`src/rtl/fifo_rd_ctrl.sv`:
```
// rtl/fifo_rd_ctrl.sv - burst read controller for syc_fifo
// Drains a programmed word count through a 2-entry skid buffer onto a valid/ready stream.
module fifo_rd_ctrl #(
  parameter int WIDTH = 8,
  parameter int LEN_W = 5
) (
  input  logic             clk,
  input  logic             rst,
  input  logic             start,
  input  logic [LEN_W-1:0] burst_len,
  input  logic             fifo_empty,
  input  logic [WIDTH-1:0] fifo_dout,
  output logic             fifo_re,
  output logic             m_valid,
  output logic [WIDTH-1:0] m_data,
  input  logic             m_ready,
  output logic             busy,
  output logic             done,
  output logic [LEN_W-1:0] words_out
);

  typedef enum logic [1:0] {IDLE, RUN, FLUSH, DONE} state_t;

  localparam logic [LEN_W-1:0] LEN_ONE = LEN_W'(1);

  state_t           state;
  state_t           state_next;
  logic [LEN_W-1:0] len_q;
  logic [LEN_W-1:0] issued;
  logic [WIDTH-1:0] skid0;
  logic [WIDTH-1:0] skid1;
  logic [1:0]       occ;
  logic [1:0]       occ_next;
  logic [1:0]       wr_slot;
  logic             inflight;
  logic             pop;
  logic             start_ok;
  logic             credit_ok;
  logic [2:0]       avail;

  assign m_valid   = (occ != 2'd0);
  assign m_data    = skid0;
  assign pop       = m_valid && m_ready;
  assign busy      = (state != IDLE);
  assign done      = (state == DONE);

  // Free slots once this cycle's pop and the outstanding read are accounted for.
  assign avail     = 3'd2 + {2'b00, pop} - {1'b0, occ} - {2'b00, inflight};
  assign credit_ok = (avail != 3'd0);
  assign occ_next  = occ + {1'b0, inflight} - {1'b0, pop};
  assign wr_slot   = occ - {1'b0, pop};

  always_comb begin
    state_next = state;
    fifo_re    = 1'b0;
    start_ok   = 1'b0;
    case (state)
      IDLE: begin
        if (start) begin
          start_ok   = 1'b1;
          state_next = (burst_len == '0) ? DONE : RUN;
        end
      end
      RUN: begin
        fifo_re = !fifo_empty && (issued < len_q) && credit_ok;
        if (fifo_re && ((issued + LEN_ONE) == len_q)) begin
          state_next = FLUSH;
        end
      end
      FLUSH: begin
        // Leave as soon as the buffer will be empty, so done follows the last handshake directly.
        if (occ_next == 2'd0) begin
          state_next = DONE;
        end
      end
      DONE:    state_next = IDLE;
      default: state_next = IDLE;
    endcase
  end

  always_ff @(posedge clk or posedge rst) begin
    if (rst) begin
      state     <= IDLE;
      len_q     <= '0;
      issued    <= '0;
      words_out <= '0;
      occ       <= 2'd0;
      inflight  <= 1'b0;
      skid0     <= '0;
      skid1     <= '0;
    end else begin
      state    <= state_next;
      inflight <= fifo_re;
      occ      <= occ_next;
      if (start_ok) begin
        len_q     <= burst_len;
        issued    <= '0;
        words_out <= '0;
      end else begin
        if (fifo_re) issued <= issued + LEN_ONE;
        if (pop) words_out <= words_out + LEN_ONE;
      end
      if (pop) skid0 <= skid1;
      // The captured word lands behind whatever survives this cycle's pop.
      if (inflight) begin
        if (wr_slot == 2'd0) skid0 <= fifo_dout;
        else skid1 <= fifo_dout;
      end
    end
  end

endmodule

```
`config.mk`:
```
export PLATFORM = sky130hd
export DESIGN_NAME = fifo_rd_ctrl
export DESIGN_NICKNAME = d
export VERILOG_FILES = /design/src/rtl/fifo_rd_ctrl.sv
export SDC_FILE = /design/constraint.sdc
export NUM_CORES = 1
export LEC_CHECK = 0
export CAP_MARGIN = 20
export CORE_MARGIN = 3
export CORE_UTILIZATION = 55
export DETAILED_ROUTE_END_ITERATION = 16
export PLACE_DENSITY = 0.84
export SYNTH_ARGS = -nofsm -noshare
export SYNTH_HDL_FRONTEND = slang
export SYNTH_SLANG_ARGS = --single-unit
```
`constraint.sdc`:
```
create_clock -name clk -period 7.7 [get_ports clk]
set_input_delay 1.54 -clock clk [delete_from_list [all_inputs] [get_ports clk]]
set_output_delay 1.54 -clock clk [all_outputs]
set_load 0.02 [all_outputs]
```
After elaboration in Yosys (flattened, before gate mapping)
Index checks and enable logic that the tools add are counted.
{"block": "totals", "register_bits": 36, "latchBits": 0, "ram_bits": 0, "rom_bits": 0, "input_bits": 18, "out_inout_bits": 17, "elab_cells": 56, "mem_count": 0}
{"block": "op_classes", "add_sub_neg": 8, "mul": 0, "div_mod_pow": 0, "magnitude_cmp": 1, "n_eq_ne": 7, "shifts": 0, "muxes": 15, "bitwise_logic": 1, "n_reduce_logical": 16}
{"op": "$mux 8", "count": 3}
{"op": "$mux 5", "count": 4}
{"op": "$add 5x1->5 const B", "count": 2}
{"op": "$mux 2", "count": 4}
{"op": "$pmux 2 s4", "count": 1}
{"op": "$reduce_bool 2->1", "count": 4}
{"op": "$logic_not 2->1", "count": 3}
{"op": "$ne 2x2->1 const B", "count": 3}
{"op": "$eq 5x5->1", "count": 1}
{"op": "$logic_not 5->1", "count": 1}
{"op": "$lt 5x5->1", "count": 1}
{"op": "$eq 2x2->1 const B", "count": 2}
{"op": "$logic_and 1x1->1", "count": 4}
{"op": "$sub 2x1->2", "count": 2}
{"op": "$add 2x1->3 const A", "count": 1}
{"op": "$mux 1", "count": 3}
{"op": "$reduce_and 3->1", "count": 1}
{"op": "$reduce_bool 3->1", "count": 1}
{"op": "$sub 3x1->3", "count": 1}
{"op": "$sub 3x2->3", "count": 1}
{"op": "$add 2x1->2", "count": 1}
{"op": "$eq 2x1->1 const B", "count": 1}
{"op": "$reduce_and 2->1", "count": 1}
{"op": "$logic_not 1->1", "count": 1}
{"op": "$not 1->1", "count": 1}

Depth between registers and ports, before layout
Gate-level depths: netlist (run 1).
{"block": "depth", "word_depth": 10, "ltp_mapped": 11, "mapped_depth_nobuf": 10}

Worst setup path before layout (run 1)
OpenSTA, ideal clock, no wires.
{"block": "synth_path", "kind": "input port to output port", "start": "in m_ready", "end": "out fifo_re", "arrival_time_ns": 2.955, "path_slack_ns": 3.205, "stages": 6, "n_path_buf": 0, "cell_sequence": "nand2_1 fa_1 ha_1 nand2_1 o21ai_1 nor3b_2"}
{"block": "synth_between", "elab_chain_cells": 7}
{"item": "from (decl)", "line": "16", "rtl": "input logic m_ready,"}
{"item": "$logic_and 1x1->1", "line": "43", "rtl": "assign pop = m_valid && m_ready;"}
{"item": "$add 2x1->3", "line": "48", "rtl": "assign avail = 3'd2 + {2'b00, pop} - {1'b0, occ} - {2'b00, inflight};"}
{"item": "$sub 3x2->3", "line": "48"}
{"item": "$sub 3x1->3", "line": "48"}
{"item": "$reduce_bool 3->1", "line": "49", "rtl": "assign credit_ok = (avail != 3'd0);"}
{"item": "$logic_and 1x1->1", "line": "65", "rtl": "fifo_re = !fifo_empty && (issued < len_q) && credit_ok;"}
{"item": "$mux 1", "line": "57", "rtl": "case (state)"}
{"item": "to (decl)", "line": "13", "rtl": "output logic fifo_re,"}
Every way passes these cells.

Worst setup path after layout (run 1)
Ends and elaborated chain as after synthesis.

==> results of run 1 <==
per-layer routing:
metal / global-route usage / part of all wire
met5: 0 / 0
met1: 0.258 / 0.44
met3: 0.0479 / 0.035
met2: 0.349 / 0.51
met4: 0.0674 / 0.011
report_power, final:
part           leakage (nW)  internal, W  switching [W]
clock network        0.0326    0.0000451      0.0000605
logic                 0.591     0.000228       0.000235
registers             0.450     0.000271      0.0000645
total                  1.07     0.000544       0.000360
cells in the mapped netlist (all sizes together):
cell type   n  area [um2]
a2111oi     1        27.5
a211o       1        8.76
a211oi      1        7.51
a21oi       4        20.0
a31oi       1        6.26
and2        1        6.26
buf         3        13.8
clkbuf      2        7.51
dfrtp      36         901
fa          1        20.0
ha         15         188
inv        13        48.8
mux2        9         101
mux2i      11         110
nand2      19        71.3
nand2b      3        18.8
nand3       3        15.0
nand4       4        25.0
nor2       15        56.3
nor2b       2        12.5
nor3        4        25.0
nor3b       1        12.5
o211ai      1        7.51
o21a        1        7.51
o21ai      14        70.1
o311a       1        10.0
or2         1        6.26
xnor2       6        52.6
xor2        8        70.1
worst paths after layout:
kind / startpoint / endpoint / slack, ns
worst min-delay path: skid1[4] / skid1[4] / 0.52
worst max register to register: occ[0] / state[1] / 4.88
worst min register to register: skid1[4] / skid1[4] / 0.52
worst max-delay path: m_ready / fifo_re / 1.98
max in group asynchronous: rst / skid1[3] / 5.78
min in group asynchronous: rst / m_data[5] / 1.59
final cells by class:
class	count	area (um2)
Sequential cell	36	901
Inverter	13	48.8
Clock buffer	8	58.8
Fill cell	255	828
Tap cell	44	55.1
Multi-Input combinational cell	128	956
Timing Repair Buffer	36	355
stage by stage:
step / std cells / total power (W) / hold WS [ns]
after CTS: 265 / 0.000911 / 0.521
after global routing: 265 / 0.000979 / 0.538
after global placement: 257 / 0.000780 / 0.486
after floorplan: 182 / 0.000649 / 0.479
final: 265 / 0.000904 / 0.518
after detailed placement: 257 / 0.000804 / 0.498
critical path, delay by kind of cell:
family	cells	cell delay (ns)
buffers and inverters	2	1.20
adders and majority gates	2	0.68
and+or+nand+nor	3	0.68
AOI/OAI and AO/OA	1	0.08
registers in the layout, summed over array words and instances, names as in the netlist:
| name | flops |
|---|---|
| m_data | 8 |
| words_out | 5 |
| occ | 2 |
| inflight | 1 |
| len_q | 5 |
| state | 2 |
| skid1 | 8 |
| issued | 5 |
logic make-up (layout without fill, tap and decap cells):
kind of cell               count (synthesis)  count (layout)  synth area share
and+or+nand+nor                           53              53             0.129
AOI/OAI and AO/OA                         25              25            0.0857
muxes                                     20              20             0.110
buffers and inverters                     18              57            0.0364
adders and majority gates                 16              16             0.108
xor gates and xnor gates                  14              14            0.0636
DFF                                       36              36             0.468
==> impl_results.html, run 1 <==
<table>
<tr><th>Metric</th><th>Value</th></tr>
<tr><th colspan="2">Timing</th></tr>
<tr><td>Maximum achievable frequency</td><td>~170 MHz</td></tr>
<tr><td>Setup-failing EPs final</td><td>0</td></tr>
<tr><td>Final Critical Period</td><td>5.72 ns</td></tr>
<tr><td>Least-Margin Pin Slew</td><td>roughly 0.73 ns</td></tr>
<tr><td>Hold Fails Final Rpt</td><td>0</td></tr>
<tr><td>Worst slew margin relative to its limit</td><td>0.511</td></tr>
<tr><td>Setup repair after global routing missed its margin</td><td>no</td></tr>
<tr><td>Max Transition Viols Final</td><td>0</td></tr>
<tr><td>Skew final</td><td>between 0.01 and 0.015 ns</td></tr>
<tr><td>Final setup TNS</td><td>0 ns</td></tr>
<tr><td>Setup WS post-layout</td><td>between 1.5 and 2 ns</td></tr>
<tr><td>Period utilisation layout</td><td>0.744</td></tr>
<tr><th colspan="2">Clock network</th></tr>
<tr><td>Number of clock sinks seen by CTS</td><td>36</td></tr>
<tr><td>TritonCTS clock tree</td><td>built</td></tr>
<tr><td>Post-CTS setup buffer count</td><td>0</td></tr>
<tr><td>Skew-Pair Late Insertion Delay</td><td>about 0.34 ns</td></tr>
<tr><td>Cts-stage hold buffer count</td><td>0</td></tr>
<tr><td>Maximum number of buffers from clock root to sink</td><td>2</td></tr>
<tr><td>Number of instances resized during post-cts repair</td><td>0</td></tr>
<tr><td>Number of buffers added by the clock tree synthesis step</td><td>5</td></tr>
<tr><td>Clock-pin slew of the registers on the worst-case setup and hold paths</td><td>around 0.10 ns</td></tr>
<tr><td>CTS H-Tree Depth</td><td>2</td></tr>
<tr><td>CTS root buf</td><td>sky130_fd_sc_hd__clkbuf_4</td></tr>
<tr><th colspan="2">Layout</th></tr>
<tr><td>Share of post-route cells with drive strength above 1</td><td>0.0950</td></tr>
<tr><td>Most frequent standard cell in the layout excluding fill and tap cells</td><td>sky130_fd_sc_hd__dfrtp_1</td></tr>
<tr><td>Antenna cell count</td><td>0</td></tr>
<tr><td>Commonest cells after routing, fill and taps aside</td><td>sky130_fd_sc_hd__dfrtp_1 (36), sky130_fd_sc_hd__clkdlybuf4s50_1 (34), sky130_fd_sc_hd__nand2_1 (19)</td></tr>
<tr><td>Final layout net count</td><td>about 250</td></tr>
<tr><td>Post-Route Utilization</td><td>0.741</td></tr>
<tr><td>Area growth, synth to finish</td><td>23.2%</td></tr>
<tr><td>Final non-filler cell area</td><td>roughly 2400 um2</td></tr>
<tr><th colspan="2">Critical path</th></tr>
<tr><td>Endpoint required time on the critical path</td><td>about 6.2 ns</td></tr>
<tr><td>List of cells traversed by the critical path</td><td>clkdlybuf4s50_1 -&gt; nand2_1 -&gt; fa_1 -&gt; ha_1 -&gt; nand2_1 -&gt; o21ai_1 -&gt; nor3b_2 -&gt; clkdlybuf4s50_1</td></tr>
<tr><td>Setup Crit Path Kind</td><td>primary input to output pin</td></tr>
<tr><td>Slowest stage cell, crit path</td><td>sky130_fd_sc_hd__clkdlybuf4s50_1</td></tr>
<tr><td>Startpoint kind of the worst setup timing path</td><td>primary input</td></tr>
<tr><td>Largest fanout of any net on the critical path</td><td>7</td></tr>
<tr><td>Critical path's largest stage delay</td><td>roughly 0.71 ns</td></tr>
<tr><td>Nature of the critical path endpoint</td><td>output pin</td></tr>
<tr><td>Count of cells along the worst register-to-register path</td><td>10</td></tr>
<tr><td>Critical Path AT</td><td>between 4 and 5 ns</td></tr>
<tr><th colspan="2">Power</th></tr>
<tr><td>Cell Pwr Density</td><td>approximately 380 nW/um2</td></tr>
<tr><td>Standby leakage power</td><td>between 1 and 1.5 nW</td></tr>
<tr><td>IR Drop Worst-Case VDD</td><td>0.000234 V</td></tr>
<tr><th colspan="2">Synthesis</th></tr>
<tr><td>Synthesized netlist cell count</td><td>between 150 and 200</td></tr>
<tr><td>Synth unique cells</td><td>32</td></tr>
<tr><td>Syn avg cell area</td><td>about 11 um2</td></tr>
<tr><td>Synthesized Nets</td><td>around 220</td></tr>
<tr><td>Count of yosys warnings during synthesis</td><td>0</td></tr>
<tr><td>Mapped Area</td><td>1930 um2</td></tr>
<tr><td>Seq/Total Area, Yosys</td><td>0.468</td></tr>
<tr><td>Seq cells post-synth</td><td>36</td></tr>
<tr><th colspan="2">Hold path</th></tr>
<tr><td>Worst hold stages</td><td>1</td></tr>
<tr><td>Min-Delay Path Class</td><td>flop to flop</td></tr>
<tr><th colspan="2">Placement</th></tr>
<tr><td>Cell area after placement</td><td>between 2000 and 2500 um2</td></tr>
<tr><td>Placer Congestion</td><td>~0.9</td></tr>
<tr><td>Place WS</td><td>about 2 ns</td></tr>
<tr><td>Number of buffer cells added on primary ports</td><td>34</td></tr>
<tr><td>Half-perimeter wire length of the detailed placement result</td><td>2880 um</td></tr>
<tr><th colspan="2">Floorplanning</th></tr>
<tr><td>Core Box Area</td><td>approximately 3200 um2</td></tr>
<tr><td>Number of top-level pins</td><td>35</td></tr>
<tr><td>Number of standard-cell rows in the floorplan</td><td>20</td></tr>
<tr><td>Die Ht</td><td>between 60 and 70 um</td></tr>
<tr><td>Horizontal die dimension</td><td>between 60 and 70 um</td></tr>
<tr><td>Initial core utilization</td><td>0.602</td></tr>
<tr><td>Area of the die</td><td>around 4200 um2</td></tr>
<tr><th colspan="2">Routing</th></tr>
<tr><td>Number of vias per cell after detailed routing</td><td>roughly 5.4</td></tr>
<tr><td>Final wirelength</td><td>between 3000 and 4000 um</td></tr>
<tr><td>1st-iter DRT viols</td><td>59</td></tr>
<tr><td>Detail Route Antenna Nets</td><td>0</td></tr>
<tr><td>Average routed wire per standard cell</td><td>about 15 um</td></tr>
<tr><td>DRC violations left</td><td>0</td></tr>
<tr><td>Number of vias after detailed routing</td><td>~1400</td></tr>
<tr><td>Detailed-routing iteration count for the pre-antenna-repair pass</td><td>4</td></tr>
<tr><th colspan="2">GRT</th></tr>
<tr><td>Global-route wire length before repair</td><td>6810 um</td></tr>
<tr><td>Aggregate global routing overflow</td><td>0</td></tr>
<tr><td>Vias in the first global route</td><td>1514</td></tr>
<tr><td>Antenna violations before repair</td><td>0</td></tr>
<tr><td>All-Layer GR Usage</td><td>0.206</td></tr>
<tr><td>Maximum number of pins on one net before global-route repair</td><td>37</td></tr>
<tr><th colspan="2">Run</th></tr>
<tr><td>Max Cap Viol</td><td>0</td></tr>
<tr><th colspan="2">Outcome</th></tr>
<tr><td>Run status</td><td>completed</td></tr>
</table>
Power figures use the tool's default switching activity.
==> run 2: changes to the inputs <==
--- a/config.mk
+++ b/config.mk
@@ -7,9 +7,9 @@
 export LEC_CHECK = 0
 export CAP_MARGIN = 20
 export CORE_MARGIN = 3
-export CORE_UTILIZATION = 55
+export CORE_UTILIZATION = 52
 export DETAILED_ROUTE_END_ITERATION = 16
-export PLACE_DENSITY = 0.84
+export PLACE_DENSITY = 0.8
 export SYNTH_ARGS = -nofsm -noshare
 export SYNTH_HDL_FRONTEND = slang
 export SYNTH_SLANG_ARGS = --single-unit
==> constraint.sdc (replaced) <==
create_clock -name clk -period 5.4 [get_ports clk]
set_input_delay 1.08 -clock clk [delete_from_list [all_inputs] [get_ports clk]]
set_output_delay 1.08 -clock clk [all_outputs]
set_load 0.02 [all_outputs]
==> run 2 against run 1 <==
- global-route usage is 1.8 points lower
- setup slack worse by 1.1 ns
- cell count is 0.75% higher
- largest power group unchanged
- total power is 48% higher
- critical endpoint unchanged
- clock-buffer cell count is 1 lower
- register-to-register slack worse by 2.3 ns
- clock power is 87% higher
==> impl_results.html, run 2 (same netlist as run 1, synthesis figures left out) <==
<table>
<tr><th>Metric</th><th>Value</th></tr>
<tr><th colspan="2">GRT</th></tr>
<tr><td>Global-route wire length before repair</td><td>roughly 6300 um</td></tr>
<tr><td>All-Layer GR Usage</td><td>0.188</td></tr>
<tr><td>Vias in the first global route</td><td>1440</td></tr>
<tr><td>Aggregate global routing overflow</td><td>0</td></tr>
<tr><td>Maximum number of pins on one net before global-route repair</td><td>37</td></tr>
<tr><td>Antenna violations before repair</td><td>0</td></tr>
<tr><th colspan="2">Placement</th></tr>
<tr><td>Half-perimeter wire length of the detailed placement result</td><td>roughly 2700 um</td></tr>
<tr><td>Placer Congestion</td><td>0.937</td></tr>
<tr><td>Number of buffer cells added on primary ports</td><td>34</td></tr>
<tr><th colspan="2">Timing</th></tr>
<tr><td>Hold Fails Final Rpt</td><td>0</td></tr>
<tr><td>Setup repair after global routing missed its margin</td><td>no</td></tr>
<tr><td>Maximum achievable frequency</td><td>221 MHz</td></tr>
<tr><td>Least-Margin Pin Slew</td><td>~0.76 ns</td></tr>
<tr><td>Final Critical Period</td><td>around 4.5 ns</td></tr>
<tr><td>Period utilisation layout</td><td>0.837</td></tr>
<tr><td>Worst slew margin relative to its limit</td><td>0.490</td></tr>
<tr><td>Skew final</td><td>0.00239 ns</td></tr>
<tr><td>Worst Hold Slack</td><td>approximately 0.5 ns</td></tr>
<tr><td>Max Transition Viols Final</td><td>0</td></tr>
<tr><td>Final setup TNS</td><td>0 ns</td></tr>
<tr><td>Setup-failing EPs final</td><td>0</td></tr>
<tr><th colspan="2">Clock network</th></tr>
<tr><td>CTS H-Tree Depth</td><td>2</td></tr>
<tr><td>Cts-stage hold buffer count</td><td>0</td></tr>
<tr><td>Number of clock sinks seen by CTS</td><td>36</td></tr>
<tr><td>Number of buffers added by the clock tree synthesis step</td><td>5</td></tr>
<tr><td>Number of instances resized during post-cts repair</td><td>0</td></tr>
<tr><td>Clock-pin slew of the registers on the worst-case setup and hold paths</td><td>roughly 0.060 ns</td></tr>
<tr><td>CTS root buf</td><td>sky130_fd_sc_hd__clkbuf_8</td></tr>
<tr><td>Skew-Pair Late Insertion Delay</td><td>roughly 0.27 ns</td></tr>
<tr><td>Post-CTS setup buffer count</td><td>0</td></tr>
<tr><td>Maximum number of buffers from clock root to sink</td><td>2</td></tr>
<tr><td>TritonCTS clock tree</td><td>built</td></tr>
<tr><th colspan="2">Hold path</th></tr>
<tr><td>Min-Delay Path Class</td><td>flop to flop</td></tr>
<tr><th colspan="2">Layout</th></tr>
<tr><td>Commonest cells after routing, fill and taps aside</td><td>sky130_fd_sc_hd__dfrtp_1 (36), sky130_fd_sc_hd__clkdlybuf4s50_1 (34), sky130_fd_sc_hd__nand2_1 (19)</td></tr>
<tr><td>Antenna cell count</td><td>0</td></tr>
<tr><td>Post-Route Utilization</td><td>0.704</td></tr>
<tr><td>Final layout net count</td><td>between 200 and 300</td></tr>
<tr><td>Multi-input combinational cell area</td><td>about 960 um2</td></tr>
<tr><td>Area growth, synth to finish</td><td>25.7%</td></tr>
<tr><td>Count of fill cells added during filler insertion</td><td>approximately 250</td></tr>
<tr><td>Share of post-route cells with drive strength above 1</td><td>0.104</td></tr>
<tr><td>Most frequent standard cell in the layout excluding fill and tap cells</td><td>sky130_fd_sc_hd__dfrtp_1</td></tr>
<tr><td>FF/Latch Area</td><td>between 900 and 1000 um2</td></tr>
<tr><th colspan="2">Routing</th></tr>
<tr><td>Number of vias per cell after detailed routing</td><td>between 5 and 6</td></tr>
<tr><td>Detailed-routing iteration count for the pre-antenna-repair pass</td><td>4</td></tr>
<tr><td>1st-iter DRT viols</td><td>50</td></tr>
<tr><td>Average routed wire per standard cell</td><td>~13 um</td></tr>
<tr><td>DRC violations left</td><td>0</td></tr>
<tr><td>Final wirelength</td><td>3520 um</td></tr>
<tr><td>Detail Route Antenna Nets</td><td>0</td></tr>
<tr><td>Number of vias after detailed routing</td><td>between 1000 and 1500</td></tr>
<tr><th colspan="2">Critical path</th></tr>
<tr><td>Setup Crit Path Kind</td><td>primary input to output pin</td></tr>
<tr><td>Critical path's largest stage delay</td><td>roughly 0.60 ns</td></tr>
<tr><td>Kind of cell with the highest combined delay on the critical path</td><td>buffers and inverters</td></tr>
<tr><td>Critical Path AT</td><td>around 3.4 ns</td></tr>
<tr><td>Largest fanout of any net on the critical path</td><td>7</td></tr>
<tr><td>List of cells traversed by the critical path</td><td>clkdlybuf4s50_1 -&gt; nand2_1 -&gt; fa_1 -&gt; ha_1 -&gt; nand2_1 -&gt; o21ai_1 -&gt; nor3b_2 -&gt; buf_4 -&gt; clkdlybuf4s50_1</td></tr>
<tr><td>Startpoint kind of the worst setup timing path</td><td>primary input</td></tr>
<tr><td>Nature of the critical path endpoint</td><td>output pin</td></tr>
<tr><td>Endpoint required time on the critical path</td><td>4.32 ns</td></tr>
<tr><td>CP Buf/Inv Count</td><td>3</td></tr>
<tr><td>Slowest stage cell, crit path</td><td>sky130_fd_sc_hd__clkdlybuf4s50_1</td></tr>
<tr><th colspan="2">Power</th></tr>
<tr><td>Total Power</td><td>0.00134 W</td></tr>
<tr><td>Net Sw Power</td><td>0.000507 W</td></tr>
<tr><td>Cell Pwr Density</td><td>between 500 and 600 nW/um2</td></tr>
<tr><td>Standby leakage power</td><td>approximately 1.1 nW</td></tr>
<tr><td>Internal portion of total power</td><td>0.000828 W</td></tr>
<tr><td>IR Drop Worst-Case VDD</td><td>0.000334 V</td></tr>
<tr><td>Seq pwr share</td><td>0.356</td></tr>
<tr><td>Clock power frac</td><td>0.148</td></tr>
<tr><td>Net switching share of the total power</td><td>0.380</td></tr>
<tr><td>Logic pwr share</td><td>0.496</td></tr>
<tr><th colspan="2">Floorplanning</th></tr>
<tr><td>Area of the die</td><td>about 4500 um2</td></tr>
<tr><td>Initial core utilization</td><td>0.560</td></tr>
<tr><td>Die Ht</td><td>around 67 um</td></tr>
<tr><td>Number of top-level pins</td><td>35</td></tr>
<tr><td>Core Box Area</td><td>around 3400 um2</td></tr>
<tr><td>Horizontal die dimension</td><td>between 60 and 70 um</td></tr>
<tr><td>Number of standard-cell rows in the floorplan</td><td>21</td></tr>
<tr><th colspan="2">Outcome</th></tr>
<tr><td>Run status</td><td>completed</td></tr>
<tr><th colspan="2">Run</th></tr>
<tr><td>Max Cap Viol</td><td>0</td></tr>
</table>
==> run 2: cell types whose count changed in the layout (fill, tap and decap cells not counted) <==
cell / previous run / this run
sky130_fd_sc_hd__clkbuf_8: 1 / 7
sky130_fd_sc_hd__clkbuf_4: 5 / 0
sky130_fd_sc_hd__clkbuf_1: 2 / 0
sky130_fd_sc_hd__buf_4: 2 / 3
==> run 2: metal layers <==
layer  vias to the layer above  wire, um  global-route usage
met5                         -         0                   0
met1                       641      1670               0.238
met3                         6       120              0.0405
met4                         0        29              0.0658
met2                        25      1700               0.316
li1                        689         -                   -
==> run 2: worst paths after layout <==
| check | startpoint | to | slack (ns) | depth (start not counted) |
|---|---|---|---|---|
| max | m_ready | fifo_re | 0.88 | 9 |
| min | skid1[1] | skid1[1] | 0.51 | 1 |
| max reg2reg | occ[0] | state[0] | 2.58 | 10 |
| min reg2reg | skid1[1] | skid1[1] | 0.51 | 1 |
| max in group asynchronous | rst | issued[2] | 3.87 | 3 |
| min in group asynchronous | rst | skid1[6] | 1.21 | 3 |
==> run 2: per-stage QoR <==
step	cells	instance area [um2]	setup slack, ns
finish	267	2420	0.879
global route	267	2420	0.761
CTS	267	2420	0.853
detailed placement	260	2330	0.846
global placement	260	2330	0.884
floorplan	182	1930	1.83
==> run 2: layout make-up <==
| class | instances | share of cell area |
|---|---|---|
| repair buffers | 37 | 0.150 |
| inverters | 13 | 0.0201 |
| clock buffers | 7 | 0.0398 |
| flip-flops and latches | 36 | 0.372 |
| well taps | 46 | 0.0238 |
| multi-input cells | 128 | 0.395 |
==> run 2: power groups by stage <==
stage / Clock [W] / Combinational, W / Sequential (W)
6_report: 0.000198 / 0.000662 / 0.000475
5_1_grt: 0.000215 / 0.000747 / 0.000490
4_1_cts: 0.000202 / 0.000671 / 0.000475
3_5_place_dp: 0 / 0.000667 / 0.000479
3_3_place_gp: 0 / 0.000642 / 0.000470
2_1_floorplan: 0 / 0.000419 / 0.000507
